<file path="config.mk">
export PLATFORM = sky130hd
export DESIGN_NAME = cursor_ctrl
export DESIGN_NICKNAME = d
export VERILOG_FILES = /design/src/rtl/cursor_pkg.sv /design/src/rtl/cursor_shape.sv /design/src/rtl/cursor_ctrl.sv
export SDC_FILE = /design/constraint.sdc
export NUM_CORES = 1
export LEC_CHECK = 0
export CORE_MARGIN = 2
export CORE_UTILIZATION = 40
export DETAILED_ROUTE_END_ITERATION = 10
export PLACE_DENSITY = 0.74
export SLEW_MARGIN = 10
export SYNTH_ARGS = -nofsm -noshare
export SYNTH_HDL_FRONTEND = slang
export SYNTH_SLANG_ARGS = --single-unit
</file>
<file path="constraint.sdc">
create_clock -name clk -period 3.7 [get_ports clk]
set_input_delay 0.74 -clock clk [delete_from_list [all_inputs] [get_ports clk]]
set_output_delay 0.74 -clock clk [all_outputs]
set_load 0.03 [all_outputs]
</file>
<file path="src/rtl/cursor_pkg.sv">
// Shared defaults, colour constants and blink state type for the grid cursor.
package cursor_pkg;

  localparam int unsigned CELL_DEF         = 32;
  localparam int unsigned GRID_COLS_DEF    = 8;
  localparam int unsigned GRID_ROWS_DEF    = 8;
  localparam int unsigned ORIGIN_X_DEF     = 0;
  localparam int unsigned ORIGIN_Y_DEF     = 0;
  localparam int unsigned BORDER_DEF       = 1;
  localparam int unsigned NOTCH_DEF        = 3;
  localparam int unsigned BLINK_FRAMES_DEF = 30;

  localparam int unsigned PIX_W       = 10;
  localparam int unsigned COLOR_W     = 12;
  localparam int unsigned BLINK_CNT_W = 8;

  localparam logic [COLOR_W-1:0] COLOR_BLACK = 12'h000;
  localparam logic [COLOR_W-1:0] COLOR_RED   = 12'hF00;
  localparam logic [COLOR_W-1:0] COLOR_GREEN = 12'h0F0;
  localparam logic [COLOR_W-1:0] COLOR_BLUE  = 12'h00F;
  localparam logic [COLOR_W-1:0] COLOR_WHITE = 12'hFFF;

  typedef enum logic {
    BLINK_VISIBLE = 1'b0,
    BLINK_HIDDEN  = 1'b1
  } blink_state_e;

endpackage

</file>
<file path="src/rtl/cursor_shape.sv">
// Outline test for one cursor cell: thin border plus solid corner squares.
module cursor_shape #(
  parameter int unsigned CELL   = 32,
  parameter int unsigned BORDER = 1,
  parameter int unsigned NOTCH  = 3
) (
  input  logic [$clog2(CELL)-1:0] lx,
  input  logic [$clog2(CELL)-1:0] ly,
  output logic                    outline
);

  localparam int unsigned LW = $clog2(CELL);

  localparam logic [LW-1:0] EDGE_LO  = LW'(BORDER);
  localparam logic [LW-1:0] EDGE_HI  = LW'(CELL - BORDER);
  localparam logic [LW-1:0] NOTCH_LO = LW'(NOTCH);
  localparam logic [LW-1:0] NOTCH_HI = LW'(CELL - NOTCH);

  logic x_edge;
  logic y_edge;
  logic x_corner;
  logic y_corner;

  // Border band on either axis, or inside both corner bands at once.
  always_comb begin
    x_edge   = (lx < EDGE_LO) || (lx >= EDGE_HI);
    y_edge   = (ly < EDGE_LO) || (ly >= EDGE_HI);
    x_corner = (lx < NOTCH_LO) || (lx >= NOTCH_HI);
    y_corner = (ly < NOTCH_LO) || (ly >= NOTCH_HI);
    outline  = x_edge || y_edge || (x_corner && y_corner);
  end

endmodule

</file>
<file path="src/rtl/cursor_ctrl.sv">
// Grid cursor: frame-synchronous movement, blink control and outline pixel generation.
module cursor_ctrl
  import cursor_pkg::*;
#(
  parameter int unsigned CELL         = CELL_DEF,
  parameter int unsigned GRID_COLS    = GRID_COLS_DEF,
  parameter int unsigned GRID_ROWS    = GRID_ROWS_DEF,
  parameter int unsigned ORIGIN_X     = ORIGIN_X_DEF,
  parameter int unsigned ORIGIN_Y     = ORIGIN_Y_DEF,
  parameter int unsigned BORDER       = BORDER_DEF,
  parameter int unsigned NOTCH        = NOTCH_DEF,
  parameter int unsigned BLINK_FRAMES = BLINK_FRAMES_DEF
) (
  input  logic                         clk,
  input  logic                         reset_n,
  input  logic [9:0]                   pixel_x,
  input  logic [9:0]                   pixel_y,
  input  logic                         frame_tick,
  input  logic                         mv_up,
  input  logic                         mv_down,
  input  logic                         mv_left,
  input  logic                         mv_right,
  input  logic                         wrap_en,
  input  logic                         blink_en,
  input  logic [11:0]                  cur_color,
  output logic                         on,
  output logic [11:0]                  color,
  output logic [$clog2(GRID_COLS)-1:0] cell_col,
  output logic [$clog2(GRID_ROWS)-1:0] cell_row,
  output logic                         moved
);

  localparam int unsigned CW = $clog2(GRID_COLS);
  localparam int unsigned RW = $clog2(GRID_ROWS);
  localparam int unsigned LW = $clog2(CELL);
  localparam int unsigned PW = PIX_W;
  localparam int unsigned BW = BLINK_CNT_W;

  localparam logic [CW-1:0] COL_MAX    = CW'(GRID_COLS - 1);
  localparam logic [RW-1:0] ROW_MAX    = RW'(GRID_ROWS - 1);
  localparam logic [BW-1:0] BLINK_LAST = BW'(BLINK_FRAMES - 1);

  // Pending steps: one flag plus a direction per axis.
  logic pend_h_q, pend_h_d, pend_right_q, pend_right_d;
  logic pend_v_q, pend_v_d, pend_down_q, pend_down_d;

  logic [CW-1:0] col_q, col_d;
  logic [RW-1:0] row_q, row_d;
  logic          moved_q, moved_d;
  logic          pos_change;

  blink_state_e  state_q, state_d;
  logic [BW-1:0] cnt_q, cnt_d;

  logic              on_q, on_d;
  logic [COLOR_W-1:0] color_q, color_d;

  logic          req_h, req_v;
  logic [PW-1:0] x_left, x_right, y_top, y_bot;
  logic          in_x, in_y;
  logic [LW-1:0] lx, ly;
  logic          outline;

  // Latch requests; the frame_tick cycle commits old flags and reloads from this cycle's request.
  always_comb begin
    req_h        = mv_left ^ mv_right;
    req_v        = mv_up ^ mv_down;
    pend_h_d     = pend_h_q;
    pend_right_d = pend_right_q;
    pend_v_d     = pend_v_q;
    pend_down_d  = pend_down_q;
    if (frame_tick) begin
      pend_h_d     = req_h;
      pend_right_d = mv_right;
      pend_v_d     = req_v;
      pend_down_d  = mv_down;
    end else begin
      if (!pend_h_q && req_h) begin
        pend_h_d     = 1'b1;
        pend_right_d = mv_right;
      end
      if (!pend_v_q && req_v) begin
        pend_v_d    = 1'b1;
        pend_down_d = mv_down;
      end
    end
  end

  // Commit pending steps on frame_tick with wrap or saturate at the grid edges.
  always_comb begin
    col_d = col_q;
    row_d = row_q;
    if (frame_tick && pend_h_q) begin
      if (pend_right_q) begin
        if (col_q == COL_MAX) col_d = wrap_en ? '0 : col_q;
        else                  col_d = col_q + CW'(1);
      end else begin
        if (col_q == '0)      col_d = wrap_en ? COL_MAX : col_q;
        else                  col_d = col_q - CW'(1);
      end
    end
    if (frame_tick && pend_v_q) begin
      if (pend_down_q) begin
        if (row_q == ROW_MAX) row_d = wrap_en ? '0 : row_q;
        else                  row_d = row_q + RW'(1);
      end else begin
        if (row_q == '0)      row_d = wrap_en ? ROW_MAX : row_q;
        else                  row_d = row_q - RW'(1);
      end
    end
    pos_change = (col_d != col_q) || (row_d != row_q);
    moved_d    = pos_change;
  end

  // Blink next-state: disabled or moved forces VISIBLE, otherwise count frames and toggle.
  always_comb begin
    state_d = state_q;
    cnt_d   = cnt_q;
    if (!blink_en || pos_change) begin
      state_d = BLINK_VISIBLE;
      cnt_d   = '0;
    end else if (frame_tick) begin
      if (cnt_q == BLINK_LAST) begin
        cnt_d   = '0;
        state_d = (state_q == BLINK_VISIBLE) ? BLINK_HIDDEN : BLINK_VISIBLE;
      end else begin
        cnt_d = cnt_q + BW'(1);
      end
    end
  end

  // Footprint window of the committed cell and local coordinates inside it.
  always_comb begin
    x_left  = PW'(ORIGIN_X) + (PW'(col_q) << LW);
    y_top   = PW'(ORIGIN_Y) + (PW'(row_q) << LW);
    x_right = x_left + PW'(CELL - 1);
    y_bot   = y_top + PW'(CELL - 1);
    in_x    = (pixel_x >= x_left) && (pixel_x <= x_right);
    in_y    = (pixel_y >= y_top) && (pixel_y <= y_bot);
    lx      = LW'(pixel_x - x_left);
    ly      = LW'(pixel_y - y_top);
  end

  cursor_shape #(
    .CELL   (CELL),
    .BORDER (BORDER),
    .NOTCH  (NOTCH)
  ) u_shape (
    .lx      (lx),
    .ly      (ly),
    .outline (outline)
  );

  // Pixel output next-state.
  always_comb begin
    on_d    = in_x && in_y && outline && (state_q == BLINK_VISIBLE);
    color_d = on_d ? cur_color : COLOR_BLACK;
  end

  // Position, pending flags and move pulse registers.
  always_ff @(posedge clk) begin
    if (!reset_n) begin
      pend_h_q     <= 1'b0;
      pend_right_q <= 1'b0;
      pend_v_q     <= 1'b0;
      pend_down_q  <= 1'b0;
      col_q        <= '0;
      row_q        <= '0;
      moved_q      <= 1'b0;
    end else begin
      pend_h_q     <= pend_h_d;
      pend_right_q <= pend_right_d;
      pend_v_q     <= pend_v_d;
      pend_down_q  <= pend_down_d;
      col_q        <= col_d;
      row_q        <= row_d;
      moved_q      <= moved_d;
    end
  end

  // Blink state register and frame counter.
  always_ff @(posedge clk) begin
    if (!reset_n) begin
      state_q <= BLINK_VISIBLE;
      cnt_q   <= '0;
    end else begin
      state_q <= state_d;
      cnt_q   <= cnt_d;
    end
  end

  // Registered pixel outputs.
  always_ff @(posedge clk) begin
    if (!reset_n) begin
      on_q    <= 1'b0;
      color_q <= COLOR_BLACK;
    end else begin
      on_q    <= on_d;
      color_q <= color_d;
    end
  end

  assign on       = on_q;
  assign color    = color_q;
  assign cell_col = col_q;
  assign cell_row = row_q;
  assign moved    = moved_q;

endmodule
</file>
==> summary.md, run 1 <==
| Metric | Value |
|---|---|
| Status | `completed` |
| Die Ht | `75.8 µm` |
| Leak pwr | `1.04 nW` |
| DRT Pass-1 Iters | `4` |
| ANT nets after route | `0` |
| Number of synthesized flops with an enable pin | `0` |
| Clock Skew | `0.00376 ns` |
| Die width | `roughly 76 µm` |
| Net count, final | `364` |
| Dpl hpwl | `3.72 mm` |
| Initial Util | `40.9%` |
| First-pass GRT wire length | `7.80 mm` |
| DP Area | `about 2700 µm²` |
| Number of I/O pins | `roughly 60` |
| Largest net degree at the start of global routing | `16` |
| Row count | `26` |
| CTS root buffer | `clkbuf_8` |
| Num Clock Sinks | `33` |
| Starting DRT DRC Count | `120` |
| Syn Area/Cell | `8.35 µm²` |
| Overall routing resource usage | `approximately 18%` |
| Worst Setup Start Kind | `primary input` |
| #FFs+latches synth | `33` |
| Data arrival time of the worst path | `~3 ns` |
| Crit path capture type | `flop` |
| DIE AREA | `5750 µm²` |
| Initial antenna violation count | `0` |
| H-tree depth | `2` |
| Rel. slew slack | `46.2%` |
| Share of cells above drive strength 1 | `6.21%` |
| CORE AREA | `between 5000 and 6000 µm²` |
| Vias in the first global route | `between 1500 and 2000` |
| Setup repair bufs after CTS | `0` |
| Commonest non-fill, non-tap cell in the layout | `clkdlybuf4s50_1` |
| Post-Syn Instances | `about 250` |
| Most frequent cells in the layout | `clkdlybuf4s50_1, dfxtp_1, nand2_1, ha_1` |
| Remaining routing DRC violations | `0` |
| Required time of the worst setup path | `3.94 ns` |
| Crit path max fanout | `13` |
| Wire per inst | `12.9 µm` |
| Area Growth Syn to Fin | `36.9%` |
| Post-CTS Resized | `0` |
| Via Count | `around 2000` |
| Worst skew pair latency | `0.29 ns` |
| Final instance area | `approximately 2800 µm²` |
| Pre-CTS setup slack | `between 0.6 and 0.7 ns` |
| Post-layout minimum cycle time | `~2.8 ns` |
| Total grt overflow | `0` |
| Number of CTS-inserted buffers | `5` |
| Type of the tightest min-delay check | `reg2reg` |
| Final Hold Viols | `0` |
| Seq/Total Area, Yosys | `32.0%` |
| GPL Wtd Cong | `0.934` |
| Hold buffers post-CTS | `0` |
| Top_reg_cell synth | `dfxtp_1` |
| TritonCTS clock tree | `done` |
| Maximum vdd drop | `212 µV` |
| Post-synthesis cell area | `2060 µm²` |
| Ys Warns | `0` |
| Drt via density | `5.27` |
| Post-route setup slack | `between 0.9 and 1 ns` |
| Async set-reset flop share out of synthesis | `0%` |
| Slew Viols, Final | `0` |
| Crit path kind | `in2reg` |
| Tcrit/Tclk final | `75.3%` |
| CTS Buffer Depth | `2` |
| Power, Total | `920 µW` |
| Max cap viols | `0` |
| Inserted Diodes | `0` |
| Fmax | `359 MHz` |
| Setup violators final | `0` |
| Worst Max-Slew Pin Slew | `0.807 ns` |
| Setup tns final | `0 ns` |
| Mapped Nets | `306` |
| Final wirelength | `between 4 and 5 mm` |
| Clock Pin Slew Worst Setup and Hold Paths | `0.07 ns` |
| RSZ-0062 raised after global routing | `no` |
| Fin util | `56.0%` |
| Unique masters post-synth | `46` |
| P per Cell Area | `326 nW/µm²` |
| Number of port buffers | `60` |
[through the flow]
stage | std cells | hold slack (ns)
global route | 376 | 0.572
finish | 376 | 0.558
CTS | 376 | 0.565
floorplan | 247 | 0.523
detailed placement | 368 | 0.550
global placement | 368 | 0.549
[critical path, cell delays in order]
cell and delay [ns]:
clkdlybuf4s50_1 0.48, inv_1 0.05, ha_1 0.29, nor2b_1 0.04, nor4b_1 0.31, nand4_1 0.19, a2111oi_4 0.64, and3_2 0.28
[Yosys cell counts (2+ instances only)]
library cell | number | area [µm²]
inv_1 | 14 | 52.6
dfxtp_1 | 33 | 661
clkbuf_1 | 6 | 22.5
and3_2 | 3 | 22.5
nand3_1 | 7 | 35.0
xnor2_1 | 8 | 70.1
o21ai_0 | 11 | 55.1
a211oi_1 | 4 | 30.0
nor2b_1 | 6 | 37.5
and3_1 | 10 | 62.6
a21oi_1 | 13 | 65.1
nor4_1 | 3 | 18.8
o211ai_1 | 8 | 60.1
nand2_1 | 18 | 67.6
and2_1 | 3 | 18.8
a2111o_1 | 2 | 22.5
ha_1 | 18 | 225
xor2_1 | 3 | 26.3
nand4_1 | 6 | 37.5
or4_1 | 2 | 15.0
nor3_1 | 15 | 75.1
o221ai_1 | 2 | 17.5
o311ai_0 | 2 | 17.5
a21o_1 | 2 | 15.0
nand2b_1 | 2 | 12.5
buf_2 | 3 | 15.0
nor2_1 | 15 | 56.3
nor3b_1 | 3 | 22.5
a21boi_0 | 4 | 30.0
o2111ai_1 | 2 | 17.5
a31oi_1 | 4 | 25.0
[report_power, final]
part	total, mW	internal, mW	leakage, nW	switching [mW]
Clock	0.345	0.201	0.0543	0.144
Combinational	0.193	0.0958	0.721	0.0972
Sequential	0.382	0.365	0.268	0.0172
Total	0.920	0.662	1.04	0.258
[layout make-up]
cell class / count / area (µm²)
Multi-Input combinational cell: 189 / 1300
Clock buffer: 5 / 68.8
Inverter: 15 / 56.3
Tap cell: 70 / 87.6
Timing Repair Buffer: 61 / 608
Sequential cell: 33 / 661
Fill cell: 471 / 2220
Clock inverter: 3 / 46.3
[path summary, 6_finish.rpt]
path | slack, ns | cells past startpoint | endpoint | start
max reg2reg | 1.09 | 7 | moved$_SDFF_PN0_ | cell_col[0]$_SDFF_PN0_
min reg2reg | 0.56 | 2 | cnt_q[7]$_SDFFE_PP0P_ | cnt_q[7]$_SDFFE_PP0P_
max | 0.92 | 8 | color[7]$_SDFF_PN0_ | pixel_x[5]
min | 0.56 | 2 | cnt_q[7]$_SDFFE_PP0P_ | cnt_q[7]$_SDFFE_PP0P_
[metal layers]
metal  track usage [%]  wire length, µm  up-vias
li1                  -                -     1015
met1              22.2             2270      912
met2              29.0             2290       44
met3              4.23              189       11
met4              7.21              108        0
met5                 0                0        -
[state kept, by name, summed over array words and instances (netlist names)]
signal	flops
cell_col	3
cell_row	3
cnt_q	8
color	12
moved	1
on	1
pend_down_q	1
pend_h_q	1
pend_right_q	1
pend_v_q	1
state_q	1
[cells by family after synthesis]
kind of cell	share of synthesized area, %
XOR/XNOR	4.67
buffers and inverters	5.09
flip-flops	32.0
adder cells (fa/ha/maj)	10.9
AND/OR/NAND/NOR	25.8
AO/OA/AOI/OAI	21.0
multiplexers	0.546
No activity file was read; power rests on OpenSTA's default activity.
==> run 2: changes to the inputs <==
Clock period 3.7 ns to 2.7 ns, I/O delays scaled along.
==> summary.md, run 2 (synthesis gave the netlist of run 1 again) <==
| Metric | Value |
|---|---|
| Total grt overflow | `0` |
| Inserted Diodes | `0` |
| Row count | `26` |
| Status | `completed` |
| Via Count | `1994` |
| Wire per inst | `12.9 µm` |
| Maximum vdd drop | `309 µV` |
| Remaining routing DRC violations | `0` |
| ANT nets after route | `0` |
| Die width | `between 70 and 80 µm` |
| Type of the tightest min-delay check | `reg2reg` |
| Fillers | `470` |
| Num Clock Sinks | `33` |
| Tcrit/Tclk final | `87.4%` |
| CP cell instances | `clkdlybuf4s50_1 -> inv_1 -> ha_1 -> nor2b_1 -> nor4b_1 -> nand4_1 -> a2111oi_4 -> buf_4 -> and3_1` |
| Commonest non-fill, non-tap cell in the layout | `clkdlybuf4s50_1` |
| Worst Max-Slew Pin Slew | `0.600 ns` |
| Number of CTS-inserted buffers | `5` |
| Rel. slew slack | `59.6%` |
| Crit path capture type | `flop` |
| Fmax | `424 MHz` |
| Crit path max fanout | `13` |
| Number of flip-flops in the largest register | `12` |
| Reg2Reg Depth | `8` |
| CORE AREA | `5040 µm²` |
| Worst Path Buf+Inv | `3` |
| Worst skew pair latency | `roughly 0.29 ns` |
| Largest net degree at the start of global routing | `14` |
| GPL Wtd Cong | `0.820` |
| Max cap viols | `0` |
| H-tree depth | `2` |
| Register Area | `approximately 660 µm²` |
| Worst Setup Start Kind | `primary input` |
| Share of cells above drive strength 1 | `10.6%` |
| Number of I/O pins | `61` |
| CTS Buffer Depth | `2` |
| DRT Pass-1 Iters | `4` |
| Required time of the worst setup path | `between 2 and 3 ns` |
| Hold Startpoint | `cnt_q[7]$_SDFFE_PP0P_` |
| Setup violators final | `0` |
| CTS root buffer | `clkbuf_8` |
| Data arrival time of the worst path | `2.59 ns` |
| Dpl hpwl | `3.96 mm` |
| Hold buffers post-CTS | `0` |
| Multi-input gate area | `roughly 1300 µm²` |
| Setup tns final | `0 ns` |
| First-pass GRT wire length | `roughly 8.4 mm` |
| P per Cell Area | `440 nW/µm²` |
| Initial Util | `around two fifths` |
| Clock Skew | `0.00512 ns` |
| Crit path kind | `in2reg` |
| Slew Viols, Final | `0` |
| Top Family by Delay on Critical Path | `buffers and inverters` |
| Clock Pin Slew Worst Setup and Hold Paths | `0.07 ns` |
| Final Hold Viols | `0` |
| DIE AREA | `5750 µm²` |
| Drt via density | `around 5.1` |
| Setup repair bufs after CTS | `0` |
| Area Growth Syn to Fin | `42.6%` |
| Overall routing resource usage | `19.4%` |
| Reg2Reg Setup Slack | `0.40 ns` |
| Crit-path slowest cell | `clkdlybuf4s50_1` |
| Min-Delay Endpoint | `cnt_q[7]$_SDFFE_PP0P_` |
| Post-Route Hold Slack | `~0.57 ns` |
| RSZ-0062 raised after global routing | `no` |
| CP peak stage delay | `0.48 ns` |
| Most frequent cells in the layout | `clkdlybuf4s50_1, dfxtp_1, nand2_1, ha_1, buf_4` |
| TritonCTS clock tree | `done` |
| Final wirelength | `5.06 mm` |
| Vias in the first global route | `1871` |
| Post-CTS Resized | `0` |
| Starting DRT DRC Count | `just under 80` |
| Reg2reg end | `cnt_q[0]$_SDFFE_PP0P_` |
| Hold depth | `2` |
| Post-layout minimum cycle time | `2.36 ns` |
| Die Ht | `75.8 µm` |
| Initial antenna violation count | `0` |
| Number of port buffers | `60` |
| RR Startpoint | `cell_row[1]$_SDFF_PN0_` |
| Leak pwr | `~1.1 nW` |
| Net count, final | `379` |
==> run 2: changes by cell type in the layout (fill, tap and decap cells not counted) <==
cell and change:
buf_4 +15, clkbuf_8 +1, clkinv_4 -1
==> run 2: cell type report <==
type,instances,area share (%)
Clock buffer,6,2.81
Clock inverter,2,1.28
Inverter,15,1.91
Multi-Input combinational cell,189,44.1
Sequential cell,33,22.4
Tap cell,70,2.98
Timing Repair Buffer,76,24.5
==> run 2: report_power, final <==
group | switching [mW] | total, mW | internal [mW]
Combinational | 0.144 | 0.294 | 0.150
Sequential | 0.0188 | 0.519 | 0.500
Clock | 0.183 | 0.483 | 0.300
Total | 0.346 | 1.30 | 0.950
==> run 2: worst max-delay path by stage <==
stage / depth (start not counted) / endpoint / slack (ns) / from
after floorplan: 7 / moved$_SDFF_PN0_ / 0.27 / cell_col[0]$_SDFF_PN0_
after global placement: 9 / color[9]$_SDFF_PN0_ / 0.06 / pixel_x[5]
after detailed placement: 9 / color[5]$_SDFF_PN0_ / 0.02 / pixel_x[5]
after CTS: 9 / color[5]$_SDFF_PN0_ / 0.30 / pixel_x[5]
after global routing: 9 / color[5]$_SDFF_PN0_ / 0.15 / pixel_x[5]
final: 9 / color[5]$_SDFF_PN0_ / 0.34 / pixel_x[5]
==> run 2: per-stage QoR <==
step                      area [µm²]  cells  power, mW  worst slack [ns]  util, %
after floorplan                 2060    247      0.682             0.267        -
after global placement          2820    383      0.817            0.0629     56.0
after detailed placement        2820    383      0.823            0.0177     56.0
after CTS                       2940    391       1.31             0.303     58.4
after global routing            2940    391       1.38             0.150     58.4
final                           2940    391       1.30             0.340     58.4
==> run 2: worst register-to-register path, cell delays in order (launching register included) <==
cell      delay, ns
dfxtp_1        0.48
inv_1          0.13
ha_1           0.33
nor2_1         0.05
o21a_1         0.17
o311ai_0       0.31
nand4_1        0.32
buf_4          0.26
nor3_1         0.16
==> run 2: layer usage <==
| metal | track usage, % | up-vias | part of all wire, % |
|---|---|---|---|
| li1 | - | 1046 | - |
| met4 | 7.80 | 0 | 2.5 |
| met5 | 0 | - | 0 |
| met2 | 31.5 | 36 | 48 |
| met1 | 24.4 | 901 | 46 |
| met3 | 5.03 | 11 | 3.8 |
==> run 3: changes to the inputs <==
Settings changed: RECOVER_POWER set to 50.
==> summary.md, run 3 (synthesis gave the netlist of run 1 again) <==
| Metric | Value |
|---|---|
| Fillers | `474` |
| Inserted Diodes | `0` |
| ANT nets after route | `0` |
| CTS root buffer | `clkbuf_8` |
| TritonCTS clock tree | `done` |
| CP cell instances | `clkdlybuf4s50_1 -> inv_1 -> ha_1 -> nor2b_1 -> nor4b_1 -> nand4_1 -> a2111oi_4 -> buf_4 -> and3_2` |
| RSZ-0062 raised after global routing | `no` |
| Pre-CTS setup slack | `roughly 0.018 ns` |
| Crit-path slowest cell | `clkdlybuf4s50_1` |
| Commonest non-fill, non-tap cell in the layout | `clkdlybuf4s50_1` |
| Power, Total | `1.29 mW` |
| Initial antenna violation count | `0` |
| Total grt overflow | `0` |
| Clock Skew | `0.00496 ns` |
| Required time of the worst setup path | `2.94 ns` |
| Dpl hpwl | `about 4.0 mm` |
| Crit path capture type | `flop` |
| Data arrival time of the worst path | `2.60 ns` |
| Setup tns final | `0 ns` |
| Max cap viols | `0` |
| Share of cells above drive strength 1 | `9.66%` |
| Post-layout minimum cycle time | `2.36 ns` |
| Crit path max fanout | `13` |
| Number of CTS-inserted buffers | `5` |
| Largest net degree at the start of global routing | `14` |
| Setup violators final | `0` |
| Starting DRT DRC Count | `69` |
| Fmax | `around 420 MHz` |
| Remaining routing DRC violations | `0` |
| Rel. slew slack | `60.4%` |
| GPL Wtd Cong | `0.820` |
| Most frequent cells in the layout | `clkdlybuf4s50_1, dfxtp_1, nand2_1, ha_1, dlygate4sd3_1` |
| Worst Setup Start Kind | `primary input` |
| CTS Buffer Depth | `2` |
| Die Ht | `about 76 µm` |
| Final wirelength | `5.05 mm` |
| Row count | `26` |
| Status | `completed` |
| P per Cell Area | `441 nW/µm²` |
| Number of flip-flops in the largest register | `12` |
| DIE AREA | `5750 µm²` |
| Vias in the first global route | `1871` |
| Number of port buffers | `60` |
| Via Count | `2000` |
| Final Hold Viols | `0` |
| CP peak stage delay | `between 0.4 and 0.5 ns` |
| Worst Max-Slew Pin Slew | `between 0.5 and 0.6 ns` |
| Hold buffers post-CTS | `0` |
| Maximum vdd drop | `309 µV` |
| Worst skew pair latency | `about 0.29 ns` |
| H-tree depth | `2` |
| DRT Pass-1 Iters | `4` |
| Post-CTS Resized | `0` |
| Post-route setup slack | `~0.34 ns` |
| Drt via density | `5.12` |
| Wire per inst | `around 13 µm` |
| Leak pwr | `1.17 nW` |
| Initial Util | `40.9%` |
| Clock Pin Slew Worst Setup and Hold Paths | `0.07 ns` |
| Die width | `approximately 76 µm` |
| CORE AREA | `5040 µm²` |
| Setup repair bufs after CTS | `0` |
| Slew Viols, Final | `0` |
| Type of the tightest min-delay check | `reg2reg` |
| Num Clock Sinks | `33` |
| Net count, final | `379` |
| Number of I/O pins | `between 60 and 70` |
| Area Growth Syn to Fin | `42.1%` |
| Overall routing resource usage | `19.4%` |
| First-pass GRT wire length | `8.45 mm` |
| Tcrit/Tclk final | `87.4%` |
| Crit path kind | `in2reg` |
## run 3: layer usage
| metal | GRT usage (%) | vias to the layer above | wire [µm] | share of wire [%] |
|---|---|---|---|---|
| met1 | 24.4 | 904 | 2300 | 45 |
| met2 | 31.5 | 37 | 2440 | 48 |
| met4 | 7.80 | 0 | 127 | 2.5 |
| li1 | - | 1048 | - | - |
| met3 | 5.03 | 11 | 186 | 3.7 |
| met5 | 0 | - | 0 | 0 |
## run 3: cell type report
type / count / area (µm²) / share of cell area, %
sequential: 33 / 661 / 22.5
multi-input combinational: 189 / 1300 / 44.3
clock buffer: 6 / 82.6 / 2.82
inverter: 15 / 56.3 / 1.92
tap: 70 / 87.6 / 2.99
clock inverter: 2 / 37.5 / 1.28
timing repair buffer: 76 / 709 / 24.2
## run 3: worst paths after layout
path                     startpoint                    end  slack (ns)  depth (start not counted)
max reg2reg  cell_col[0]$_SDFF_PN0_  cnt_q[0]$_SDFFE_PP0P_        0.36                          9
min           cnt_q[7]$_SDFFE_PP0P_  cnt_q[7]$_SDFFE_PP0P_        0.57                          2
max                      pixel_x[5]    color[7]$_SDFF_PN0_        0.34                          9
min reg2reg   cnt_q[7]$_SDFFE_PP0P_  cnt_q[7]$_SDFFE_PP0P_        0.57                          2
## run 3: metrics by stage
stage / std cells / hold WS, ns / util (%) / cell area, µm²
final: 391 / 0.572 / 58.1 / 2930
after global routing: 391 / 0.600 / 58.1 / 2930
after floorplan: 247 / 0.523 / - / 2060
after CTS: 391 / 0.575 / 58.4 / 2940
after detailed placement: 383 / 0.560 / 56.0 / 2820
after global placement: 383 / 0.544 / 56.0 / 2820
## run 3: where the power goes
group / switching [mW] / internal [mW] / total [mW]
logic: 0.143 / 0.146 / 0.289
clock network: 0.184 / 0.300 / 0.484
registers: 0.0186 / 0.500 / 0.519
## run 3: worst max-delay path, delay by kind of cell
family / cells / cell delay (ns)
buffers and inverters: 3 / 0.74
and+or+nand+nor: 4 / 0.70
AOI/OAI and AO/OA: 1 / 0.33
adders and majority gates: 1 / 0.28
